**src/rtl/sao_lcu_feeder.sv**
```systemverilog
// SAO pixel-input source: streams a frame from the image ROM in LCU-major order, one pixel per beat,
// with per-LCU SAO parameters and LCU coordinates as sideband, honouring busy backpressure.
module sao_lcu_feeder #(
    parameter int unsigned IMG_W  = 128,
    parameter int unsigned ADDR_W = 14,
    parameter int unsigned PAR_W  = 6
) (
    input  logic              clk,
    input  logic              reset,
    input  logic              start,
    input  logic [1:0]        lcu_size_in,
    output logic [ADDR_W-1:0] img_addr,
    input  logic [7:0]        img_rdata,
    output logic [PAR_W-1:0]  par_addr,
    input  logic [23:0]       par_rdata,
    input  logic              busy,
    output logic              in_en,
    output logic [7:0]        din,
    output logic [1:0]        sao_type,
    output logic [4:0]        sao_band_pos,
    output logic              sao_eo_class,
    output logic [15:0]       sao_offset,
    output logic [2:0]        lcu_x,
    output logic [2:0]        lcu_y,
    output logic [1:0]        lcu_size,
    output logic              done
);

    localparam int unsigned      CNT_W    = ADDR_W + 1;
    localparam int unsigned      IMG_LOG  = $clog2(IMG_W);
    localparam int unsigned      NPIX     = IMG_W * IMG_W;
    localparam logic [CNT_W-1:0] TOTAL    = CNT_W'(NPIX);
    localparam logic [CNT_W-1:0] LAST_IDX = CNT_W'(NPIX - 1);
    localparam logic [PAR_W-1:0] NL_LAST0 = PAR_W'(NPIX / 256 - 1);
    localparam logic [PAR_W-1:0] NL_LAST1 = PAR_W'(NPIX / 1024 - 1);
    localparam logic [PAR_W-1:0] NL_LAST2 = PAR_W'(NPIX / 4096 - 1);

    typedef enum logic [2:0] {
        S_IDLE,
        S_PRIME,
        S_LOAD,
        S_STREAM,
        S_DONE
    } state_t;

    state_t             r_state;
    logic [CNT_W-1:0]   r_rd_idx;
    logic               r_issue;
    logic               r_rd_vld;
    logic [7:0]         r_skid0;
    logic [7:0]         r_skid1;
    logic [1:0]         r_skid_cnt;
    logic [11:0]        r_out_cnt;
    logic [PAR_W-1:0]   r_lcu_n;
    logic [CNT_W-1:0]   r_ld_idx;
    logic               r_out_last;
    logic               r_par_req;
    logic               r_par_rd;
    logic [23:0]        r_shadow;
    logic               r_shadow_vld;

    logic               w_accept;
    logic               w_avail;
    logic               w_first;
    logic               w_load;
    logic               w_push;
    logic               w_pop;
    logic [7:0]         w_pix;
    logic [2:0]         w_pend;
    logic               w_issue;
    logic [11:0]        w_p_last;
    logic [PAR_W-1:0]   w_nl_last;
    logic [2:0]         w_r_log;
    logic [2:0]         w_lcu_x;
    logic [2:0]         w_lcu_y;
    logic [1:0]         w_code_in;

    // Handshake, skid-buffer bookkeeping and LCU geometry for the latched size code.
    always_comb begin
        w_accept  = in_en && !busy;
        w_avail   = (r_skid_cnt != 2'd0) || r_rd_vld;
        w_first   = (r_out_cnt == 12'd0);
        w_load    = (r_state == S_STREAM) && (!in_en || w_accept) && w_avail
                    && (!w_first || r_shadow_vld);
        w_pop     = w_load && (r_skid_cnt != 2'd0);
        w_push    = r_rd_vld && !(w_load && (r_skid_cnt == 2'd0));
        w_pix     = (r_skid_cnt != 2'd0) ? r_skid0 : img_rdata;
        // Reads in flight plus buffered pixels may never exceed the two skid slots.
        w_pend    = 3'(r_skid_cnt) + 3'(r_rd_vld) + 3'(r_issue);
        w_issue   = ((r_state == S_PRIME) || (r_state == S_LOAD) || (r_state == S_STREAM))
                    && (r_rd_idx < TOTAL) && (w_pend < (3'd2 + 3'(w_load)));
        w_code_in = (lcu_size_in == 2'd3) ? 2'd0 : lcu_size_in;
        w_p_last  = 12'd4095;
        w_nl_last = NL_LAST2;
        case (lcu_size)
            2'd0: begin
                w_p_last  = 12'd255;
                w_nl_last = NL_LAST0;
            end
            2'd1: begin
                w_p_last  = 12'd1023;
                w_nl_last = NL_LAST1;
            end
            default: begin
                w_p_last  = 12'd4095;
                w_nl_last = NL_LAST2;
            end
        endcase
        w_r_log = 3'(IMG_LOG - 4) - 3'(lcu_size);
        w_lcu_x = 3'(r_lcu_n & ((PAR_W'(1) << w_r_log) - PAR_W'(1)));
        w_lcu_y = 3'(r_lcu_n >> w_r_log);
    end

    // Frame sequencing, ROM read pipeline, skid buffer and registered output beat.
    always_ff @(posedge clk) begin
        if (!reset) begin
            r_state      <= S_IDLE;
            r_rd_idx     <= '0;
            r_issue      <= 1'b0;
            r_rd_vld     <= 1'b0;
            r_skid0      <= '0;
            r_skid1      <= '0;
            r_skid_cnt   <= '0;
            r_out_cnt    <= '0;
            r_lcu_n      <= '0;
            r_ld_idx     <= '0;
            r_out_last   <= 1'b0;
            r_par_req    <= 1'b0;
            r_par_rd     <= 1'b0;
            r_shadow     <= '0;
            r_shadow_vld <= 1'b0;
            img_addr     <= '0;
            par_addr     <= '0;
            in_en        <= 1'b0;
            din          <= '0;
            sao_type     <= '0;
            sao_band_pos <= '0;
            sao_eo_class <= 1'b0;
            sao_offset   <= '0;
            lcu_x        <= '0;
            lcu_y        <= '0;
            lcu_size     <= '0;
            done         <= 1'b0;
        end else begin
            done      <= 1'b0;
            r_issue   <= w_issue;
            r_rd_vld  <= r_issue;
            r_par_req <= 1'b0;
            r_par_rd  <= r_par_req;

            if (w_issue) begin
                img_addr <= r_rd_idx[ADDR_W-1:0];
                r_rd_idx <= r_rd_idx + CNT_W'(1);
            end

            case ({w_push, w_pop})
                2'b10: begin
                    if (r_skid_cnt == 2'd0) r_skid0 <= img_rdata;
                    else                    r_skid1 <= img_rdata;
                    r_skid_cnt <= r_skid_cnt + 2'd1;
                end
                2'b01: begin
                    r_skid0    <= r_skid1;
                    r_skid_cnt <= r_skid_cnt - 2'd1;
                end
                2'b11: begin
                    if (r_skid_cnt == 2'd1) begin
                        r_skid0 <= img_rdata;
                    end else begin
                        r_skid0 <= r_skid1;
                        r_skid1 <= img_rdata;
                    end
                end
                default: ;
            endcase

            if (w_load) begin
                in_en      <= 1'b1;
                din        <= w_pix;
                r_ld_idx   <= r_ld_idx + CNT_W'(1);
                r_out_last <= (r_ld_idx == LAST_IDX);
                if (r_out_cnt == w_p_last) begin
                    r_out_cnt <= '0;
                    r_lcu_n   <= r_lcu_n + PAR_W'(1);
                end else begin
                    r_out_cnt <= r_out_cnt + 12'd1;
                end
                // First pixel of an LCU switches sideband and prefetches the next LCU's params.
                if (w_first) begin
                    sao_type     <= r_shadow[23:22];
                    sao_band_pos <= r_shadow[21:17];
                    sao_eo_class <= r_shadow[16];
                    sao_offset   <= r_shadow[15:0];
                    lcu_x        <= w_lcu_x;
                    lcu_y        <= w_lcu_y;
                    r_shadow_vld <= 1'b0;
                    if (r_lcu_n != w_nl_last) begin
                        par_addr  <= r_lcu_n + PAR_W'(1);
                        r_par_req <= 1'b1;
                    end
                end
            end else if (w_accept) begin
                in_en <= 1'b0;
            end

            if (r_par_rd) begin
                r_shadow     <= par_rdata;
                r_shadow_vld <= 1'b1;
            end

            case (r_state)
                S_IDLE: begin
                    if (start) begin
                        r_state      <= S_PRIME;
                        lcu_size     <= w_code_in;
                        img_addr     <= '0;
                        par_addr     <= '0;
                        r_issue      <= 1'b1;
                        r_rd_idx     <= CNT_W'(1);
                        r_par_req    <= 1'b1;
                        r_out_cnt    <= '0;
                        r_lcu_n      <= '0;
                        r_ld_idx     <= '0;
                        r_out_last   <= 1'b0;
                        r_shadow_vld <= 1'b0;
                    end
                end
                S_PRIME:  r_state <= S_LOAD;
                S_LOAD:   r_state <= S_STREAM;
                S_STREAM: begin
                    if (w_accept && r_out_last) begin
                        r_state <= S_DONE;
                        done    <= 1'b1;
                    end
                end
                S_DONE:   r_state <= S_IDLE;
                default:  r_state <= S_IDLE;
            endcase
        end
    end

endmodule

```
**config.mk**
```make
export PLATFORM = sky130hd
export DESIGN_NAME = sao_lcu_feeder
export DESIGN_NICKNAME = d
export VERILOG_FILES = /design/src/rtl/sao_lcu_feeder.sv
export SDC_FILE = /design/constraint.sdc
export NUM_CORES = 1
export LEC_CHECK = 0
export CORE_UTILIZATION = 30
export CTS_CLUSTER_DIAMETER = 100
export DETAILED_ROUTE_END_ITERATION = 10
export HOLD_SLACK_MARGIN = 0.15
export PLACE_DENSITY = 0.59
export SETUP_SLACK_MARGIN = 0.15
export SYNTH_ARGS = -nofsm -noshare
export SYNTH_HDL_FRONTEND = slang
export SYNTH_SLANG_ARGS = --single-unit
export TNS_END_PERCENT = 10
```
**constraint.sdc**
```tcl
create_clock -name clk -period 9.9 [get_ports clk]
set_clock_uncertainty 0.2 [all_clocks]
set_input_delay 1.98 -clock clk [delete_from_list [all_inputs] [get_ports clk]]
set_output_delay 1.98 -clock clk [all_outputs]
set_load 0.01 [all_outputs]
```
; ---- Yosys cells after proc, flatten, opt, wreduce, memory -nomap -nowiden
; Index checks and enable logic that the tools add are counted.
[word_totals]
input_bits = 38
wordCells = 148
out_inout_bits = 62
regBits = 161
[op_classes]
mux = 54
n_eq_ne = 17
n_reduce_logical = 34
n_lt_le_gt_ge = 2
shift = 2
n_bitwise = 1
add_sub_neg = 11
[op_table]
columns = operator, count
row1 = $mux W15, 6
row2 = $mux W6, 9
row3 = $mux W12, 4
row4 = $mux W14, 3
row5 = $mux W8, 5
row6 = $add A15 B1 Y15 const B, 2
row7 = $pmux W12 S2, 1
row8 = $pmux W8 S3, 1
row9 = $mux W1, 18
row10 = $pmux W8 S2, 1
row11 = $eq A15 B14 Y1 const B, 1
row12 = $lt A15 B15 Y1 const B, 1
row13 = $add A12 B1 Y12 const B, 1
row14 = $eq A12 B12 Y1, 1
row15 = $logic_not A12 Y1, 1
row16 = $pmux W3 S4, 1
row17 = $pmux W6 S2, 1
row18 = $logic_and A1 B1 Y1, 10
row19 = $reduce_and A2 Y1, 5
row20 = $ne A2 B2 Y1 const B, 4
row21 = $reduce_bool A2 Y1, 4
row22 = $add A6 B1 Y6 const B, 1
row23 = $eq A2 B1 Y1 const B, 3
row24 = $eq A2 B2 Y1 const B, 3
row25 = 24 further kinds, 34

; ---- Depth between registers and ports, before layout
; Gate-level depths: netlist (run 1).
[logic_depth]
word_depth = 12
mapped_depth = 13
depth_no_buf = 12

; ---- Worst setup path before layout (run 1)
; No wires, ideal clock.
[synth_path]
path_type = input to register
startpoint = in busy
endpoint = reg r_skid1[0]
arrival_time_ns = 4.397
cell_stages = 10
n_path_buf = 1
setup_slack_ns = 5.186
cell_sequence = and2_2 -> nor3_4 -> clkbuf_1 -> nand2_1 -> o21ai_0 -> inv_1 -> ha_1 -> o211ai_1 -> mux2i_1 -> nor2b_1
[synth_via]
elab_chain_cells = 12
word_cells_on_any_way = 17
[synth_lines]
columns = element, line
row1 = start: declaration, 16  ; input logic busy,
row2 = $logic_not A1 Y1 (*), 80  ; w_accept = in_en && !busy;
row3 = $logic_and A1 B1 Y1 (*), 80
row4 = $logic_or A1 B1 Y1 (*), 83  ; w_load = (r_state == S_STREAM) && (!in_en || w_accept) && w_avail
row5 = $logic_and A1 B1 Y1 (*) (2 in a row), 83
row6 = $logic_and A1 B1 Y1 (*), 84  ; && (!w_first || r_shadow_vld);
row7 = $logic_and A1 B1 Y1, 86  ; w_push = r_rd_vld && !(w_load && (r_skid_cnt == 2'd0));
row8 = $logic_not A1 Y1, 86
row9 = $logic_and A1 B1 Y1, 86
row10 = $eq A2 B2 Y1, 156  ; case ({w_push, w_pop})
row11 = $ne A2 B2 Y1 (no line) or $reduce_bool A2 Y1 (tied branches), --
row12 = $reduce_and A3 Y1 (no line), --
row13 = end signal: assignment, 159  ; else r_skid1 <= img_rdata;
row14 = end signal: assignment, 171  ; r_skid1 <= img_rdata;
row15 = end: declaration, 51  ; logic [7:0] r_skid1;
; Every way passes the cells marked *; elsewhere a longest branch is shown, timed or not.
; A chain may end at the register's enable or synchronous reset.

; ---- Worst setup path after layout (run 1)
[layout_path]
startpoint = in busy
endpoint = reg r_skid1[1]
; The elaborated chain is that of the path after synthesis.

==> results of run 1 <==
## layout make-up
cell class,count,area share
clock buffers,18,0.0495
clock inverters,14,0.0189
inverters,21,0.00888
multi-input cells,535,0.397
flip-flops and latches,161,0.363
well taps,313,0.0441
repair buffers,108,0.119
## logic make-up after synthesis
logic type                 count (synthesis)  share of synthesized area
muxes                                     64                     0.0967
DFF                                      161                      0.460
buffers and inverters                     64                     0.0400
xor gates and xnor gates                  25                     0.0312
AOI/OAI and AO/OA                        132                      0.134
and+or+nand+nor                          302                      0.217
adders and majority gates                 12                     0.0225
## Yosys cell counts (all sizes together) (14+ instances only)
library cell  instances
nor2                 57
nor3                 16
nand3                21
nand2               102
o21ai                14
dfxtp               161
xnor2                20
mux2i                61
o31ai                16
a21oi                33
nor2b                33
a21boi               33
clkbuf               35
inv                  21
## worst max-delay path by stage
stage,startpoint,endpoint,cells past startpoint
2_1_floorplan,busy,r_skid1[0],10
3_3_place_gp,busy,r_skid1[0],10
3_5_place_dp,busy,r_skid1[1],10
4_1_cts,busy,r_skid1[1],10
5_1_grt,busy,r_skid1[3],10
6_report,busy,r_skid1[1],10
## sequential cells by signal (all words and copies together), names as in the netlist, 2 cells and up
name / flops
r_out_cnt: 12
r_skid1: 8
r_skid0: 8
sao_offset: 16
lcu_y: 3
r_rd_idx: 15
lcu_x: 3
din: 8
r_state: 3
par_addr: 6
r_lcu_n: 6
r_ld_idx: 15
r_shadow: 24
r_skid_cnt: 2
sao_band_pos: 5
img_addr: 14
sao_type: 2
lcu_size: 2
## power by group through the flow
stage | Sequential (µW) | Combinational (µW) | Clock (µW)
CTS | 669 | 114 | 696
detailed placement | 684 | 113 | 0
global placement | 684 | 113 | 0
floorplan | 681 | 80.2 | 0
finish | 670 | 112 | 676
global route | 671 | 124 | 726
## stage by stage
step | hold slack (ns) | util
detailed placement | 0.224 | 0.363
CTS | 0.238 | 0.390
global route | 0.261 | 0.390
floorplan | 0.212 | -
finish | 0.239 | 0.390
global placement | 0.220 | 0.363
## layer usage
metal | vias to the layer above | global-route usage | part of all wire
met4 | 0 | 0.0420 | 0.012
met1 | 2605 | 0.186 | 0.52
li1 | 2815 | - | -
met2 | 122 | 0.207 | 0.43
met5 | - | 0 | 0
met3 | 14 | 0.0323 | 0.040
==> impl_metrics.csv, run 1 <==
group,metric,value,unit
run_status,status,"finished, final reports clean",
cts,cts_setup_buffers,0,
cts,numCtsBuffers,17,
global_routing,grt_pass1_vias,5228,
layout,multi_input_area,0.00352,mm²
drt,drt_iter0_drc,309,
power_and_ir_drop,p_sw_frac,0.246,
global_routing,grt_max_degree,91,
synth,synthTopCellsByArea,"dfxtp_1 (46%), mux2i_1 (8.7%), nand2_1 (5.5%)",
cts,clkSlewWorstSetupHoldPaths,0.06,ns
global_routing,grt_pass1_wl,26.1,mm
sta,slew_viol_final,0,
power_and_ir_drop,share_comb_of_total_power,0.077,
setup_path,ff2ff_path_depth,11,
placement,placed_area,0.00827,mm²
sta,fin_crit_sh,0.527,
power_and_ir_drop,p_switching,358,µW
layout,fin_cells,1170,
layout,antenna_cells,0,
global_routing,antenna_found_initial,0,
power_and_ir_drop,power.leakage,0.00324,µW
power_and_ir_drop,internal_power,1100,µW
setup_path,slowest_delay,0.84,ns
layout,area_growth,26.5,%
synth,synthFlopType,"dfxtp_1",
placement,dp_hpwl,10.3,mm
floorplan,start_util,0.308,
placement,place_inst,1138,
setup_path,path_cells,"clkdlybuf4s50_1, and2_2, nor3_4, nand2_1, o21ai_0, inv_1, ha_1, o211ai_1, mux2i_1, nor2b_1",
synth,synth.avg_cell_area,9.23,µm²
layout,layout_commonest_cell,"dfxtp_1",
cts,cts_resized,0,
power_and_ir_drop,ir_worst_vdd,108,µV
sta,final-setup-viol-count,0,
setup_path,worstReg2RegEnd,"r_skid1[1]",
setup_path,worstPathRequired,10.01,ns
drt,dr.pass1.iters,4,
drt,drc,0,
power_and_ir_drop,seqPwrFrac,0.460,
synth,synth_top_area_share,0.460,
setup_path,ff2ff_setup_slack,5.70,ns
setup_path,critPathArrivalTime,5.33,ns
setup_path,crit_fanout,13,
setup_path,crit_family,"compound AO/OA/AOI/OAI gates",
drt,vias_per_cell,4.75,
setup_path,r2r-start,"r_skid_cnt[0]",
layout,fin_area,0.00888,mm²
flow_run,max_cap_violations,0,
cts,clock_latency,0.43,ns
setup_path,startpoint_type,"input port",
sta,fmax,192,MHz
placement,place_ws,4.18,ns
drt,vias,5556,
drt,ant_nets,0,
sta,finalHoldViolCount,0,
setup_path,setup.worst_path.end_class,"flip-flop",
power_and_ir_drop,clkPwrFrac,0.464,
global_routing,track_usage,0.135,
layout,drive_gt1_frac,0.0758,
synth,syn_area,0.00701,mm²
synth,yosys_warnings,0,
synth,synth.largest_area_cell,"dfxtp_1",
sta,rsz0062_at_grt,"false",
setup_path,path_buf_inv,2,
sta,slew_headroom,0.288,
floorplan,die_area,0.0240,mm²
cts,cts-root-buf,"clkbuf_16",
setup_path,criticalPathCategory,"input port to flip-flop",
worst_hold_path,hold_class,"flip-flop to flip-flop",
synth,syn_nets,810,
synth,yosys_register_bits,161,
global_routing,grt-ovfl-total,0,
sta,period_needed,5.21,ns
synth,ys_seq_area_frac,0.460,
synth,synthCells,760,
cts,htreeDepth,4,
drt,routedWlPerCell,13.5,µm
layout,fillCellCount,2310,
sta,fin_setup_tns,0,ns
power_and_ir_drop,fin_total_pwr,1460,µW
floorplan,fp.dieW,155,µm
sta,setup_slack,4.69,ns
cts,cts_tree,"built",
sta,max_slew.worst_pin.slew,1.06,ns
synth,yosysUniqueCellTypes,60,
worst_hold_path,hold_end,"r_par_rd",
worst_hold_path,min_from,"r_par_req",
cts,clock-sinks,161,
power_and_ir_drop,power_density,164,mW/mm²
setup_path,cp_slowest_cell,"o211ai_1",
layout,register_area,0.00322,mm²
floorplan,die_h,155,µm
floorplan,io_pins,100,
placement,port_buffers,99,
cts,cts.path.max_buffers,2,
cts,hold_buffers,0,
synth,postSynth.asyncResetShare,0,
layout,mostFrequentLayoutCells,"dfxtp_1 (161), nand2_1 (101), clkdlybuf4s50_1 (98)",
layout,fin_nets,894,
worst_hold_path,whs_path_depth,1,
drt,routed_wl,15.8,mm
floorplan,core,0.0228,mm²
floorplan,core.rowCount,55,
placement,gp_congestion,0.767,
synth,synth-edff-count,0,
Note: power is estimated with default switching activity, not from simulation.
==> run 2, diff against run 1 <==
PLACE_DENSITY = 0.61   (was 0.59)
clock period = 4.5 ns   (was 9.9 ns; I/O delays follow)
==> run 2 against run 1 <==
Sequential cell count is the same. Final cell count grew 0.51%. Total power grew 120%. Largest cell class unchanged. Critical path depth grew 3. Design area grew 0.20%. Utilization grew 0.077 points.
==> impl_metrics.csv, run 2 (synthesis gave the netlist of run 1 again) <==
group,metric,value,unit
drt,drc,0,
power_and_ir_drop,power.leakage,0.00326,µW
drt,routed_wl,15.7,mm
setup_path,crit_fanout,9,
cts,cts_resized,0,
layout,area_growth,26.8,%
power_and_ir_drop,clkPwrFrac,0.453,
setup_path,cp_slowest_cell,"or4_4",
layout,largest_register_ffs,24,
cts,cts.path.max_buffers,2,
layout,drive_gt1_frac,0.0811,
power_and_ir_drop,ir_worst_vdd,277,µV
sta,slew_headroom,0.376,
power_and_ir_drop,p_switching,793,µW
cts,htreeDepth,4,
layout,reg.largest.list,"r_shadow: 24 flops, sao_offset: 16 flops",
run_status,status,"finished, final reports clean",
power_and_ir_drop,seqPwrFrac,0.469,
cts,cts_tree,"built",
setup_path,slowest_delay,0.64,ns
cts,cts-root-buf,"clkbuf_16",
placement,gp_congestion,0.729,
sta,slew_viol_final,0,
global_routing,antenna_found_initial,0,
floorplan,die_h,155,µm
sta,fmax,308,MHz
sta,rsz0062_at_grt,"false",
layout,layout_commonest_cell,"dfxtp_1",
sta,max_slew.worst_pin.slew,0.936,ns
drt,routedWlPerCell,13.3,µm
layout,postLayoutCoreUtil,0.390,
drt,vias_per_cell,4.72,
sta,final-setup-viol-count,0,
drt,drt_iter0_drc,223,
cts,clkSlewWorstSetupHoldPaths,0.07,ns
global_routing,grt-ovfl-total,0,
sta,fin_setup_tns,0,ns
floorplan,start_util,0.308,
setup_path,crit_family,"simple AND/OR/NAND/NOR gates",
setup_path,critPathArrivalTime,3.37,ns
layout,top_register,"r_shadow",
floorplan,core.rowCount,55,
sta,period_needed,3.25,ns
layout,fin_nets,900,
sta,finalHoldViolCount,0,
setup_path,startpoint_type,"flip-flop",
cts,clock-sinks,161,
placement,placed_area,0.00831,mm²
floorplan,die_area,0.0240,mm²
cts,cts_setup_buffers,0,
worst_hold_path,hold_class,"flip-flop to flip-flop",
global_routing,track_usage,0.138,
power_and_ir_drop,p_sw_frac,0.252,
placement,dp_hpwl,10.3,mm
power_and_ir_drop,share_comb_of_total_power,0.078,
sta,fin_crit_sh,0.723,
global_routing,grt_pass1_wl,26.7,mm
layout,antenna_cells,0,
flow_run,max_cap_violations,0,
floorplan,core,0.0228,mm²
setup_path,setup.worst_path.end_class,"flip-flop",
global_routing,grt_max_degree,89,
layout,fin_area,0.00889,mm²
setup_path,worstPathRequired,4.62,ns
cts,hold_buffers,0,
drt,dr.pass1.iters,5,
setup_path,criticalPathCategory,"flip-flop to flip-flop",
cts,numCtsBuffers,17,
cts,clock_latency,0.43,ns
floorplan,fp.dieW,155,µm
placement,port_buffers,99,
setup_path,path_buf_inv,3,
sta,whs,0.236,ns
global_routing,grt_pass1_vias,5404,
drt,vias,5550,
floorplan,io_pins,100,
power_and_ir_drop,internal_power,2350,µW
drt,ant_nets,0,
layout,mostFrequentLayoutCells,"dfxtp_1 (161), nand2_1 (101), clkdlybuf4s50_1 (98)",
power_and_ir_drop,power_density,354,mW/mm²
setup_path,path_cells,"inv_1, ha_1, or4b_4, or4_4, nand2_1, o21ai_0, inv_1, ha_1, nand2_1, o211ai_1, buf_4, mux2i_1, nor2b_1",
==> run 2: changes by cell type in the layout (fill, tap and decap cells not counted) <==
cell	before	now
buf_4	9	15
bufinv_16	2	1
clkbuf_1	0	1
clkbuf_8	1	0
clkinv_4	2	5
clkinvlp_4	2	1
inv_6	6	4
inv_8	2	3
==> run 2: final cells by class <==
type / instances / area, µm²
timing repair buffer: 114 / 1100
clock inverter: 14 / 150
sequential: 161 / 3220
clock buffer: 18 / 429
inverter: 21 / 78.8
fill: 2321 / 13900
multi-input combinational: 535 / 3520
tap: 313 / 392
==> run 2: worst register-to-register path, stage by stage (launching register included) <==
cell,delay (ns)
dfxtp_1,0.35
inv_1,0.07
ha_1,0.13
or4b_4,0.48
or4_4,0.64
nand2_1,0.19
o21ai_0,0.13
inv_1,0.10
ha_1,0.18
nand2_1,0.07
o211ai_1,0.09
buf_4,0.23
mux2i_1,0.21
nor2b_1,0.06
==> run 2: final timing paths <==
| path | endpoint | slack, ns | start | cells past startpoint |
|---|---|---|---|---|
| setup / recovery | r_skid1[2] | 1.25 | r_out_cnt[0] | 13 |
| setup reg to reg | r_skid1[2] | 1.25 | r_out_cnt[0] | 13 |
| hold reg to reg | r_par_rd | 0.24 | r_par_req | 1 |
| hold / removal | r_par_rd | 0.24 | r_par_req | 1 |
==> run 2: per-layer routing <==
metal / global-route usage / vias up / part of all wire
li1: - / 2843 / -
met1: 0.183 / 2597 / 0.50
met2: 0.218 / 106 / 0.45
met3: 0.0343 / 4 / 0.040
met4: 0.0486 / 0 / 0.0059
met5: 0 / - / 0
==> run 2: power groups by stage <==
| stage | clock network (µW) | logic [µW] | registers, µW |
|---|---|---|---|
| after floorplan | 0 | 176 | 1500 |
| after global placement | 0 | 248 | 1510 |
| after detailed placement | 0 | 249 | 1510 |
| after CTS | 1470 | 250 | 1470 |
| after global routing | 1540 | 272 | 1480 |
| final | 1420 | 245 | 1470 |
==> run 2: stage by stage <==
step                instances  setup WS [ns]  power [µW]
global route             1176          0.980        3280
global placement         1144          0.909        1750
floorplan                 760          0.866        1670
CTS                      1176           1.22        3190
finish                   1176           1.25        3140
detailed placement       1144          0.862        1760
==> run 3, diff against run 2 <==
clock period = 2.64 ns   (was 4.5 ns; I/O delays follow)
==> run 3 against run 2 <==
The run now ends with setup timing left. Clock power grew 80%. Critical path type unchanged. Die area is the same. Via count grew 2.5%. Fmax grew 14%. Sequential share of layout area shrank 2.2 points. Critical endpoint is now r_skid0[7]. Global-route usage grew 0.28 points.
==> impl_metrics.csv, run 3 (synthesis gave the netlist of run 1 again) <==
group,metric,value,unit
sta,fmax,352,MHz
cts,cts-root-buf,"clkbuf_16",
setup_path,startpoint_type,"flip-flop",
setup_path,crit_fanout,8,
placement,placed_area,0.00875,mm²
drt,vias,5686,
drt,dr_wl_met2,7.33,mm
layout,fillCellCount,2254,
sta,max_slew.worst_pin.slew,0.478,ns
layout,largest_register_ffs,24,
placement,port_buffers,99,
global_routing,antenna_found_initial,0,
layout,fin_nets,947,
drt,routedWlPerCell,13.5,µm
run_status,violations,"setup timing",
drt,dr.pass1.iters,4,
worst_hold_path,hold_end,"r_rd_idx[0]",
layout,top_register,"r_shadow",
cts,htreeDepth,4,
sta,rsz0062_at_grt,"true",
floorplan,start_util,0.308,
setup_path,critPathArrivalTime,2.94,ns
sta,period_needed,2.84,ns
sta,setup_slack,-0.204,ns
drt,drt-met1-wl,8.37,mm
drt,vias_per_cell,4.65,
layout,postLayoutCoreUtil,0.416,
cts,cts.path.max_buffers,2,
power_and_ir_drop,share_comb_of_total_power,0.090,
cts,clkSlewWorstSetupHoldPaths,0.07,ns
layout,reg.largest.list,"r_shadow: 24 flops, sao_offset: 16 flops",
floorplan,core.rowCount,55,
global_routing,grt_max_degree,59,
setup_path,ff2ff_setup_slack,-0.20,ns
drt,ant_nets,0,
worst_hold_path,min_from,"reset",
cts,cts_tree,"built",
flow_run,max_cap_violations,0,
setup_path,worstReg2RegEnd,"r_skid0[7]",
drt,drc,0,
power_and_ir_drop,clkPwrFrac,0.459,
placement,gp_congestion,0.765,
floorplan,die_h,155,µm
worst_hold_path,hold_class,"input port to flip-flop",
power_and_ir_drop,ir_worst_vdd,400,µV
setup_path,worstPathRequired,2.74,ns
sta,fin_crit_sh,1.08,
setup_path,r2r-start,"r_out_cnt[9]",
power_and_ir_drop,internal_power,4180,µW
sta,final-setup-viol-count,23,
global_routing,grt-ovfl-total,0,
power_and_ir_drop,seqPwrFrac,0.451,
floorplan,core,0.0228,mm²
sta,finalHoldViolCount,0,
power_and_ir_drop,p_switching,1390,µW
worst_hold_path,whs_path_depth,3,
setup_path,criticalPathCategory,"flip-flop to flip-flop",
global_routing,track_usage,0.141,
layout,area_growth,35.2,%
cts,clock-sinks,161,
layout,mostFrequentLayoutCells,"dfxtp_1 (154), nand2_1 (99), clkdlybuf4s50_1 (98)",
floorplan,die_area,0.0240,mm²
layout,antenna_cells,0,
run_status,status,"finished with violations",
layout,layout_commonest_cell,"dfxtp_1",
drt,drt_iter0_drc,272,
sta,slew_viol_final,0,
placement,dp_hpwl,11.2,mm
layout,register_area,0.00323,mm²
layout,multi_input_area,0.00367,mm²
power_and_ir_drop,power_density,587,mW/mm²
floorplan,io_pins,100,
power_and_ir_drop,p_sw_frac,0.249,
setup_path,ff2ff_path_depth,11,
floorplan,fp.dieW,155,µm
drt,wl_met3,753,µm
cts,clock_latency,0.43,ns
layout,drive_gt1_frac,0.163,
global_routing,grt_pass1_wl,27.1,mm
sta,slew_headroom,0.682,
sta,fin_setup_tns,-2.88,ns
cts,numCtsBuffers,17,
setup_path,setup.worst_path.end_class,"flip-flop",
power_and_ir_drop,power.leakage,0.00358,µW
drt,highest_layer,"met4",
global_routing,grt_pass1_vias,5427,
layout,fin_area,0.00948,mm²
drt,routed_wl,16.5,mm
run 3: worst max-delay path, cell delays in order (launching register included):
cell and delay (ns):
dfxtp_2 0.32, or4_4 0.56, or4_4 0.58, nand2_4 0.08
o21ai_2 0.06, buf_4 0.14, ha_4 0.16, a21oi_2 0.15
nor3_4 0.05, buf_4 0.17, a22oi_1 0.15, a21oi_1 0.08
run 3: power by group through the flow:
stage | Sequential (µW) | Clock, µW | Combinational [µW]
3_3_place_gp | 2570 | 0 | 470
6_report | 2510 | 2560 | 500
2_1_floorplan | 2550 | 0 | 305
5_1_grt | 2520 | 2750 | 544
3_5_place_dp | 2570 | 0 | 474
4_1_cts | 2510 | 2630 | 499
run 3: final cells by class:
class,count,share of cell area
clock inverters,14,0.0177
multi-input cells,535,0.387
flip-flops and latches,161,0.341
repair buffers,161,0.159
clock buffers,18,0.0463
well taps,313,0.0413
inverters,21,0.00831
run 3: what timing repair did:
item	in CTS	in global routing
hold buffers	0	0
pin swaps	11	5
buffers inserted	2	1
gates resized for setup	21	8
setup endpoints to repair	64	108
run 3: worst max-delay path by stage:
| stage | end | slack (ns) | start | cells past startpoint |
|---|---|---|---|---|
| global route | r_skid0[6] | -0.28 | r_out_cnt[9] | 11 |
| CTS | r_skid1[6] | -0.18 | r_out_cnt[1] | 13 |
| finish | r_skid0[7] | -0.20 | r_out_cnt[9] | 11 |
| detailed placement | r_skid0[5] | -0.49 | busy | 10 |
| floorplan | r_skid1[0] | -0.40 | r_out_cnt[11] | 8 |
| global placement | r_skid0[1] | -0.47 | busy | 10 |
run 3: metrics by stage:
step | setup WS (ns) | power (µW) | hold WS (ns) | std cells
2_1_floorplan | -0.401 | 2860 | 0.212 | 760
3_3_place_gp | -0.469 | 3030 | 0.218 | 1188
3_5_place_dp | -0.489 | 3040 | 0.224 | 1188
4_1_cts | -0.181 | 5640 | 0.183 | 1222
5_1_grt | -0.284 | 5810 | 0.211 | 1223
6_report | -0.204 | 5570 | 0.201 | 1223
run 3: layer usage:
layer	up-vias	global-route usage
met5	-	0
met4	0	0.0363
met3	6	0.0415
met2	118	0.220
met1	2640	0.189
li1	2922	-
